==> config.mk <==
export PLATFORM = sky130hd
export DESIGN_NAME = pwm_decoder
export DESIGN_NICKNAME = d
export VERILOG_FILES = /design/src/rtl/pwm_decoder.sv
export SDC_FILE = /design/constraint.sdc
export NUM_CORES = 1
export LEC_CHECK = 0
export BUFFER_PORTS_ARGS = -buffer_cell sky130_fd_sc_hd__buf_2
export CORE_UTILIZATION = 64
export CTS_CLUSTER_DIAMETER = 40
export DETAILED_ROUTE_END_ITERATION = 10
export PLACE_DENSITY = 0.81
export SYNTH_ARGS = -nofsm -noshare
export SYNTH_HDL_FRONTEND = slang
export SYNTH_SLANG_ARGS = --single-unit
==> constraint.sdc <==
create_clock -name clk -period 5 [get_ports clk]
set_input_delay 1 -clock clk [delete_from_list [all_inputs] [get_ports clk]]
set_output_delay 1 -clock clk [all_outputs]
set_load 0.005 [all_outputs]
==> src/rtl/pwm_decoder.sv <==
// PWM duty decoder: measures high/low time of each frame on an asynchronous line and
// reports the 4-bit duty. Optional glitch filter enabled by PWM_DEC_GLITCH_FILTER_EN.
module pwm_decoder #(
  parameter int STEP_LOG2 = 0,
  parameter int TOL       = 0
) (
  input  logic       clk,
  input  logic       rst,
  input  logic       pwm_in,
  output logic [3:0] duty,
  output logic       valid,
  output logic       frame_err
);

  localparam int FRAME   = 16 << STEP_LOG2;
  localparam int TIMEOUT = 2 * FRAME;
  localparam logic [16:0] FRAME_W   = 17'(FRAME);
  localparam logic [16:0] TOL_W     = 17'(TOL);
  localparam logic [15:0] QUIET_MAX = 16'(TIMEOUT - 1);

  typedef enum logic [1:0] {IDLE, HIGH, LOW} state_t;

  logic [1:0]  sync_reg;
  logic        level;
  logic        level_prev_reg;
  logic        rise;
  logic        fall;
  logic        edge_seen;

  state_t      state_reg, state_next;
  logic [15:0] hi_cnt_reg, hi_cnt_next;
  logic [15:0] lo_cnt_reg, lo_cnt_next;
  logic [15:0] quiet_cnt_reg, quiet_cnt_next;
  logic [3:0]  duty_reg, duty_next;
  logic        valid_reg, valid_next;
  logic        frame_err_reg, frame_err_next;

  logic [16:0] period;
  logic [16:0] deviation;
  logic [15:0] steps;
  logic        in_tol;
  logic        timeout;

  always_ff @(posedge clk or negedge rst) begin
    if (!rst) begin
      sync_reg       <= 2'b00;
      level_prev_reg <= 1'b0;
    end else begin
      sync_reg       <= {sync_reg[0], pwm_in};
      level_prev_reg <= level;
    end
  end

`ifdef PWM_DEC_GLITCH_FILTER_EN
  // Level follows the synchronizer only once three successive samples agree.
  logic [1:0] hist_reg;

  always_ff @(posedge clk or negedge rst) begin
    if (!rst) hist_reg <= 2'b00;
    else      hist_reg <= {hist_reg[0], sync_reg[1]};
  end

  assign level = (sync_reg[1] == hist_reg[0] && hist_reg[0] == hist_reg[1])
                 ? sync_reg[1] : level_prev_reg;
`else
  assign level = sync_reg[1];
`endif

  assign rise      = level & ~level_prev_reg;
  assign fall      = ~level & level_prev_reg;
  assign edge_seen = rise | fall;

  function automatic logic [15:0] sat_inc(input logic [15:0] c);
    return (c == 16'hFFFF) ? c : c + 16'd1;
  endfunction

  assign period    = {1'b0, hi_cnt_reg} + {1'b0, lo_cnt_reg};
  assign deviation = (period > FRAME_W) ? period - FRAME_W : FRAME_W - period;
  assign in_tol    = (deviation <= TOL_W);
  assign steps     = hi_cnt_reg >> STEP_LOG2;
  assign timeout   = !edge_seen && (quiet_cnt_reg == QUIET_MAX);

  always_comb begin
    state_next     = state_reg;
    hi_cnt_next    = hi_cnt_reg;
    lo_cnt_next    = lo_cnt_reg;
    quiet_cnt_next = edge_seen ? 16'd0 : sat_inc(quiet_cnt_reg);
    duty_next      = duty_reg;
    valid_next     = 1'b0;
    frame_err_next = 1'b0;

    if (timeout) begin
      // Line stuck: report its level as 0 % or 100 % and restart from IDLE.
      state_next     = IDLE;
      hi_cnt_next    = 16'd0;
      lo_cnt_next    = 16'd0;
      quiet_cnt_next = 16'd0;
      duty_next      = level ? 4'hF : 4'h0;
      valid_next     = 1'b1;
    end else begin
      unique case (state_reg)
        IDLE: begin
          if (rise) begin
            state_next  = HIGH;
            hi_cnt_next = 16'd1;
            lo_cnt_next = 16'd0;
          end
        end
        HIGH: begin
          if (fall) begin
            state_next  = LOW;
            lo_cnt_next = sat_inc(lo_cnt_reg);
          end else begin
            hi_cnt_next = sat_inc(hi_cnt_reg);
          end
        end
        LOW: begin
          if (rise) begin
            // The closing rise is also the first high cycle of the next frame.
            state_next  = HIGH;
            hi_cnt_next = 16'd1;
            lo_cnt_next = 16'd0;
            if (in_tol) begin
              duty_next  = (steps > 16'd15) ? 4'hF : steps[3:0];
              valid_next = 1'b1;
            end else begin
              frame_err_next = 1'b1;
            end
          end else begin
            lo_cnt_next = sat_inc(lo_cnt_reg);
          end
        end
        default: state_next = IDLE;
      endcase
    end
  end

  always_ff @(posedge clk or negedge rst) begin
    if (!rst) begin
      state_reg     <= IDLE;
      hi_cnt_reg    <= 16'd0;
      lo_cnt_reg    <= 16'd0;
      quiet_cnt_reg <= 16'd0;
      duty_reg      <= 4'h0;
      valid_reg     <= 1'b0;
      frame_err_reg <= 1'b0;
    end else begin
      state_reg     <= state_next;
      hi_cnt_reg    <= hi_cnt_next;
      lo_cnt_reg    <= lo_cnt_next;
      quiet_cnt_reg <= quiet_cnt_next;
      duty_reg      <= duty_next;
      valid_reg     <= valid_next;
      frame_err_reg <= frame_err_next;
    end
  end

  assign duty      = duty_reg;
  assign valid     = valid_reg;
  assign frame_err = frame_err_reg;

endmodule

==> key figures, run 1 <==
Global route
  – Initial antenna violation count: 0
  – Pin count of the biggest net entering global routing: 54
  – First-pass GRT wire length: approximately 18,000 um
  – Vias in the first global route: between 3,000 and 4,000
  – GR Util All Layers: 0.314
  – GRT Residual Overflow: 0

Synth
  – Syn Area/Cell: roughly 8.5 sq um
  – Top-count cell post-synth: nor2_1
  – Post-synth cell types: 65
  – Post-synth EDFFs: 0
  – Syn Inst Count: 540
  – Yosys warns: 0
  – Top cell types by occurrence after synthesis: nor2_1 (61), dfrtp_1 (59), nand2_1 (41), o21ai_0 (37), a21oi_1 (30)
  – Number of synthesized register bits: 59
  – Syn nets: between 500 and 600
  – Area contributors post-synth: dfrtp_1 (32%), ha_1 (7.6%), nor2_1 (5.0%)
  – Post-synthesis sequential area ratio: 0.322
  – Asr flop ratio synth: 1.00
  – Post-Syn Area: between 4000 and 5000 sq um
  – Largest area contributor in the netlist: dfrtp_1
  – Synth Flop Type: dfrtp_1
  – Synth top area share: 0.322

Setup path
  – Worst Setup Start Kind: flip-flop
  – CP arrival: 4.60 ns
  – Critical path origin: hi_cnt_reg[4]
  – Setup crit end kind: flip-flop
  – RR Endpoint: duty[3]
  – Critical path data required time: roughly 5.2 ns
  – Critical Path End: duty[3]
  – WS Path Type: reg -> reg
  – Worst Path Max Fanout: 10
  – Worst Reg-to-Reg Cells: 11
  – Reg-to-reg slack, setup: 0.62 ns
  – Worst R2R Start: hi_cnt_reg[4]

Routing
  – DRC Markers: 0
  – Post-DR vias/cell: between 6 and 7
  – Detail Route Antenna Nets: 0
  – Via count: 4,256
  – Post-DR wirelength/cell: around 17 um
  – Initial DRC Count: roughly 360
  – Post-Route WL: between 10,000 and 15,000 um
  – First-pass detailed-route iteration total: 5

Clocking
  – Clk slew on worst S/H paths: roughly 0.070 ns
  – Num CTS Buffers: 9
  – Post_cts resized: 0
  – Cell chosen for the clock root: clkbuf_8
  – # Post-CTS Setup Buffers: 0
  – Hold bufs inserted after CTS: 0
  – Worst-Skew Late Latency: 0.35 ns
  – H-tree levels: 3
  – Sink Count: just under 60
  – CTS tree: done
  – Clk buf depth: 2

Power
  – P_sw: 547 uW
  – Leakage power: 0.00228 uW
  – Int Pwr: 952 uW
  – Seq pwr share: 0.372
  – Pwr/cell area: 306 nW/um^2
  – Final Power: between 1000 and 1500 uW
  – Sw frac: 0.365
  – Clk pwr share: 0.320
  – Peak VDD IR: between 0.0003 and 0.0004 V
  – Combinational Power Share: 0.308

Die
  – IO Count: 9
  – Core footprint: a little under 7000 sq um
  – Starting density of the core: 0.668
  – Die height: between 80 and 90 um
  – Rows: 30
  – Die X: slightly below 90 um
  – Die ar.: roughly 7500 sq um

Placement
  – IO Port Bufs: 8
  – Pre-CTS WS: about 0.78 ns
  – HPWL after detailed placement: a little over 8000 um
  – Post-DP Area: between 4000 and 5000 sq um
  – RePlAce Congestion: between 0.8 and 0.9

Min path
  – Worst min path class: reg -> reg
  – WHS Path Cells: 0

Job
  – Max-Cap Viols: 0

Timing
  – Max Fclk: about 0.23 GHz
  – Slew Viols, Final: 0
  – Crit share post-route: 0.876
  – RSZ-0062 raised after global routing: false
  – Setup TNS: 0 ns
  – Final setup viols: 0
  – Final hold violation count: 0
  – Fin crit period: between 4 and 5 ns
  – Worst Skew: approximately 0.01 ns
  – Slew headroom: 0.364
  – Final WS setup: between 0.6 and 0.7 ns
  – Slew @ Worst Pin: around 0.95 ns

Layout
  – N_diodes: 0
  – Nets@finish: 573
  – Final Util: 0.713
  – Fill count: roughly 520
  – Final instance area: ~5000 sq um
  – Area Overhead vs Synth: 6.85%
  – Share of layout cells above drive strength 1: 0.0861

Outcome
  – Run status: finished, final reports clean
==> final cells by class <==
| cell class | instances | area [sq um] | area share |
|---|---|---|---|
| clock buffer | 9 | 124 | 0.0253 |
| sequential | 59 | 1480 | 0.301 |
| tap | 96 | 120 | 0.0245 |
| clock inverter | 7 | 91.3 | 0.0186 |
| inverter | 12 | 45.0 | 0.00919 |
| multi-input combinational | 448 | 2980 | 0.608 |
| timing repair buffer | 11 | 62.6 | 0.0128 |
==> kinds of logic after synthesis <==
logic type | synth area share
AOI/OAI and AO/OA | 0.247
xor gates and xnor gates | 0.0668
adders and majority gates | 0.0808
buffers and inverters | 0.0281
DFF | 0.322
muxes | 0.00873
and+or+nand+nor | 0.247
==> per-stage QoR <==
stage          instances  hold WS, ns
2_1_floorplan        540        0.331
3_3_place_gp         626        0.345
3_5_place_dp         626        0.338
4_1_cts              642        0.364
5_1_grt              642        0.376
6_report             642        0.362
==> how the worst min path moves through the flow <==
stage / from / end / slack (ns)
after floorplan: sync_reg[0] / sync_reg[1] / 0.33
after detailed placement: sync_reg[0] / sync_reg[1] / 0.34
final: sync_reg[0] / sync_reg[1] / 0.36
after CTS: sync_reg[0] / sync_reg[1] / 0.36
after global routing: sync_reg[0] / sync_reg[1] / 0.38
after global placement: sync_reg[0] / sync_reg[1] / 0.34
==> per-layer routing <==
| metal | wire length, um | vias to the layer above | global-route usage |
|---|---|---|---|
| met5 | 0 | - | 0 |
| met1 | 5090 | 2028 | 0.433 |
| li1 | - | 2027 | - |
| met4 | 270 | 0 | 0.111 |
| met3 | 655 | 25 | 0.0629 |
| met2 | 5130 | 176 | 0.493 |
==> worst max-delay path, stage by stage, from the launching register on <==
cell and delay, ns:
dfrtp_1 0.50, ha_1 0.42, o211ai_1 0.16, o21a_1 0.25, a2111oi_0 0.65, o31ai_1 0.29, nor3_1 0.42, and4_1 0.41
mux2i_1 0.25, xor2_1 0.54, a41o_2 0.31, o21ai_1 0.06
==> cells in the final DEF (no fill, tap or decap), drive strengths merged, types with 11 or more instances in the layout <==
cell type,n
a211oi,15
a21o,13
a21oi,30
and3,14
buf,11
dfrtp,59
ha,28
inv,13
nand2,41
nand3,24
nand4,16
nor2,61
nor4,12
o21ai,43
xnor2,13
xor2,22
==> power groups by stage <==
stage	sequential (uW)	clock [uW]	combinational, uW
floorplan	552	0	352
global route	562	511	513
detailed placement	565	0	448
finish	557	480	462
CTS	556	487	455
global placement	560	0	434
Power figures use the tool's default switching activity.
==> run 2: changes to the inputs <==
--- a/config.mk
+++ b/config.mk
@@ -10,6 +10,7 @@
 export CTS_CLUSTER_DIAMETER = 40
 export DETAILED_ROUTE_END_ITERATION = 10
 export PLACE_DENSITY = 0.81
+export RECOVER_POWER = 50
 export SYNTH_ARGS = -nofsm -noshare
 export SYNTH_HDL_FRONTEND = slang
 export SYNTH_SLANG_ARGS = --single-unit
==> key figures, run 2 (same netlist as run 1, synthesis figures left out) <==
Routing
  – First-pass detailed-route iteration total: 6 (was 5)
  – Detail Route Antenna Nets: 0 (unchanged)
  – Post-DR wirelength/cell: 17.3 um (was 17.4 um)
  – DRC Markers: 0 (unchanged)
  – Initial DRC Count: 355 (was 356)
  – Via count: 4,231 (was 4,256)
  – Post-Route WL: 11,100 um (was 11,200 um)
  – Post-DR vias/cell: 6.59 (was 6.63)

Die
  – Core footprint: 6870 sq um (unchanged)
  – Die X: 86.6 um (unchanged)
  – Starting density of the core: 0.668 (unchanged)
  – Die ar.: 7510 sq um (unchanged)
  – Rows: 30 (unchanged)
  – IO Count: 9 (unchanged)
  – Die height: 86.6 um (unchanged)

Setup path
  – Cells along the critical path: ha_1, o211ai_1, o21a_1, a2111oi_0, o31ai_1, nor3_1, and4_1, mux2i_1, xor2_1, a41o_2, o21ai_1 (unchanged)
  – CP peak stage delay: 0.65 ns (about the same)
  – Worst Reg-to-Reg Cells: 11 (unchanged)
  – Worst R2R Start: hi_cnt_reg[4] (unchanged)
  – Worst path buffer plus inverter count: 0 (unchanged)
  – RR Endpoint: duty[3] (unchanged)
  – Critical path data required time: 5.22 ns (about the same)
  – CP arrival: 4.60 ns (about the same)
  – Worst Setup Start Kind: flip-flop (unchanged)
  – Worst Path Max Fanout: 10 (unchanged)
  – Reg-to-reg slack, setup: 0.62 ns (about the same)
  – CP delay by family, top: compound AO/OA/AOI/OAI gates (unchanged)
  – Slowest CP cell: a2111oi_0 (unchanged)
  – WS Path Type: reg -> reg (unchanged)
  – Setup crit end kind: flip-flop (unchanged)

Global route
  – First-pass GRT wire length: 18,200 um (unchanged)
  – Initial antenna violation count: 0 (unchanged)
  – Pin count of the biggest net entering global routing: 54 (unchanged)
  – Vias in the first global route: 3,814 (unchanged)
  – GRT Residual Overflow: 0 (unchanged)
  – GR Util All Layers: 0.314 (unchanged)

Min path
  – Worst min path class: reg -> reg (unchanged)
  – WHS Path Cells: 0 (unchanged)
  – Hold_sp: sync_reg[0] (unchanged)
  – Worst Hold End: sync_reg[1] (unchanged)

Power
  – Seq pwr share: 0.372 (about the same)
  – Sw frac: 0.365 (about the same)
  – P_sw: 547 uW (about the same)
  – Pwr/cell area: 306 nW/um^2 (about the same)
  – Int Pwr: 952 uW (about the same)
  – Leakage power: 0.00227 uW (was 0.00228 uW)
  – Peak VDD IR: 0.000383 V (was 0.000386 V)
  – Clk pwr share: 0.320 (about the same)
  – Combinational Power Share: 0.308 (about the same)

Timing
  – Fin crit period: 4.38 ns (about the same)
  – Crit share post-route: 0.875 (was 0.876)
  – Setup TNS: 0 ns (unchanged)
  – Max Fclk: 0.229 GHz (was 0.228 GHz)
  – Slew @ Worst Pin: 2.81 ns (was 0.953 ns)
  – Final setup viols: 0 (unchanged)
  – Slew headroom: -0.874 (was 0.364)
  – Final WS setup: 0.624 ns (was 0.618 ns)
  – Slew Viols, Final: 54 (was 0)
  – RSZ-0062 raised after global routing: false (unchanged)
  – Final hold violation count: 0 (unchanged)
  – Worst Skew: 0.00790 ns (was 0.0100 ns)

Layout
  – Fill count: 526 (was 523)
  – N_diodes: 0 (unchanged)
  – Nets@finish: 573 (unchanged)
  – Share of layout cells above drive strength 1: 0.0824 (was 0.0861)
  – Most frequent cells in the layout: nor2_1 (61), dfrtp_1 (59), nand2_1 (41) (unchanged)
  – Area Overhead vs Synth: 6.74% (was 6.85%)
  – Most common cell after layout, fill and taps aside: nor2_1 (unchanged)
  – Finished Layout Cells: 642 (unchanged)

Clocking
  – Post_cts resized: 0 (unchanged)
  – Sink Count: 59 (unchanged)
  – Hold bufs inserted after CTS: 0 (unchanged)
  – # Post-CTS Setup Buffers: 0 (unchanged)
  – H-tree levels: 3 (unchanged)
  – CTS tree: done (unchanged)
  – Clk slew on worst S/H paths: 0.07 ns (about the same)
  – Clk buf depth: 2 (unchanged)
  – Worst-Skew Late Latency: 0.34 ns (was 0.35 ns)
  – Cell chosen for the clock root: clkbuf_8 (unchanged)
  – Num CTS Buffers: 9 (unchanged)

Outcome
  – Run status: finished, violations left (was finished, final reports clean)
  – Failing checks: max-capacitance violations, max-slew violations

Placement
  – # placed instances: 626 (unchanged)
  – IO Port Bufs: 8 (unchanged)
  – RePlAce Congestion: 0.882 (unchanged)
  – HPWL after detailed placement: 8130 um (unchanged)
  – Pre-CTS WS: 0.783 ns (unchanged)

Job
  – Max-Cap Viols: 1 (was 0)
run 2: cell types whose count changed in the layout (fill, tap and decap cells not counted):
| cell | before | now |
|---|---|---|
| clkbuf_1 | 0 | 2 |
| buf_2 | 8 | 7 |
| buf_4 | 3 | 2 |
run 2: cell type report:
| class | count | area [sq um] | area share |
|---|---|---|---|
| multi-input cells | 448 | 2980 | 0.609 |
| flip-flops and latches | 59 | 1480 | 0.302 |
| clock buffers | 9 | 124 | 0.0253 |
| well taps | 96 | 120 | 0.0245 |
| clock inverters | 7 | 91.3 | 0.0187 |
| repair buffers | 11 | 57.6 | 0.0118 |
| inverters | 12 | 45.0 | 0.00920 |
run 2: per-stage QoR:
stage | instance area (sq um) | hold WS [ns] | power, uW | utilization
after global routing | 4890 | 0.376 | 1590 | 0.713
after floorplan | 4590 | 0.331 | 904 | -
final | 4890 | 0.362 | 1500 | 0.713
after detailed placement | 4680 | 0.338 | 1010 | 0.682
after CTS | 4900 | 0.364 | 1500 | 0.713
after global placement | 4680 | 0.345 | 994 | 0.682
run 2: worst register-to-register path, cell delays in order, from the launching register on:
cell	delay [ns]
dfrtp_1	0.50
ha_1	0.43
o211ai_1	0.16
o21a_1	0.25
a2111oi_0	0.65
o31ai_1	0.29
nor3_1	0.40
and4_1	0.41
mux2i_1	0.25
xor2_1	0.55
a41o_2	0.31
o21ai_1	0.06
run 2: worst max-delay path by stage:
stage	cells past startpoint	start	slack [ns]	to
after global routing	12	hi_cnt_reg[1]	0.34	duty[0]
after floorplan	14	hi_cnt_reg[0]	1.18	frame_err
final	11	hi_cnt_reg[4]	0.62	duty[3]
after global placement	12	hi_cnt_reg[1]	0.93	frame_err
after CTS	12	hi_cnt_reg[0]	0.71	duty[3]
after detailed placement	12	hi_cnt_reg[1]	0.78	duty[3]
run 2: power groups by stage:
stage	clock network (uW)	registers, uW	logic [uW]
floorplan	0	552	352
global placement	0	560	434
detailed placement	0	565	448
CTS	487	556	455
global route	511	562	513
finish	479	558	462
run 2: routing by layer:
layer,part of all wire,up-vias,global-route usage
met1,0.46,1998,0.433
met5,0,-,0
met2,0.46,175,0.493
met3,0.060,32,0.0629
li1,-,2026,-
met4,0.027,0,0.111
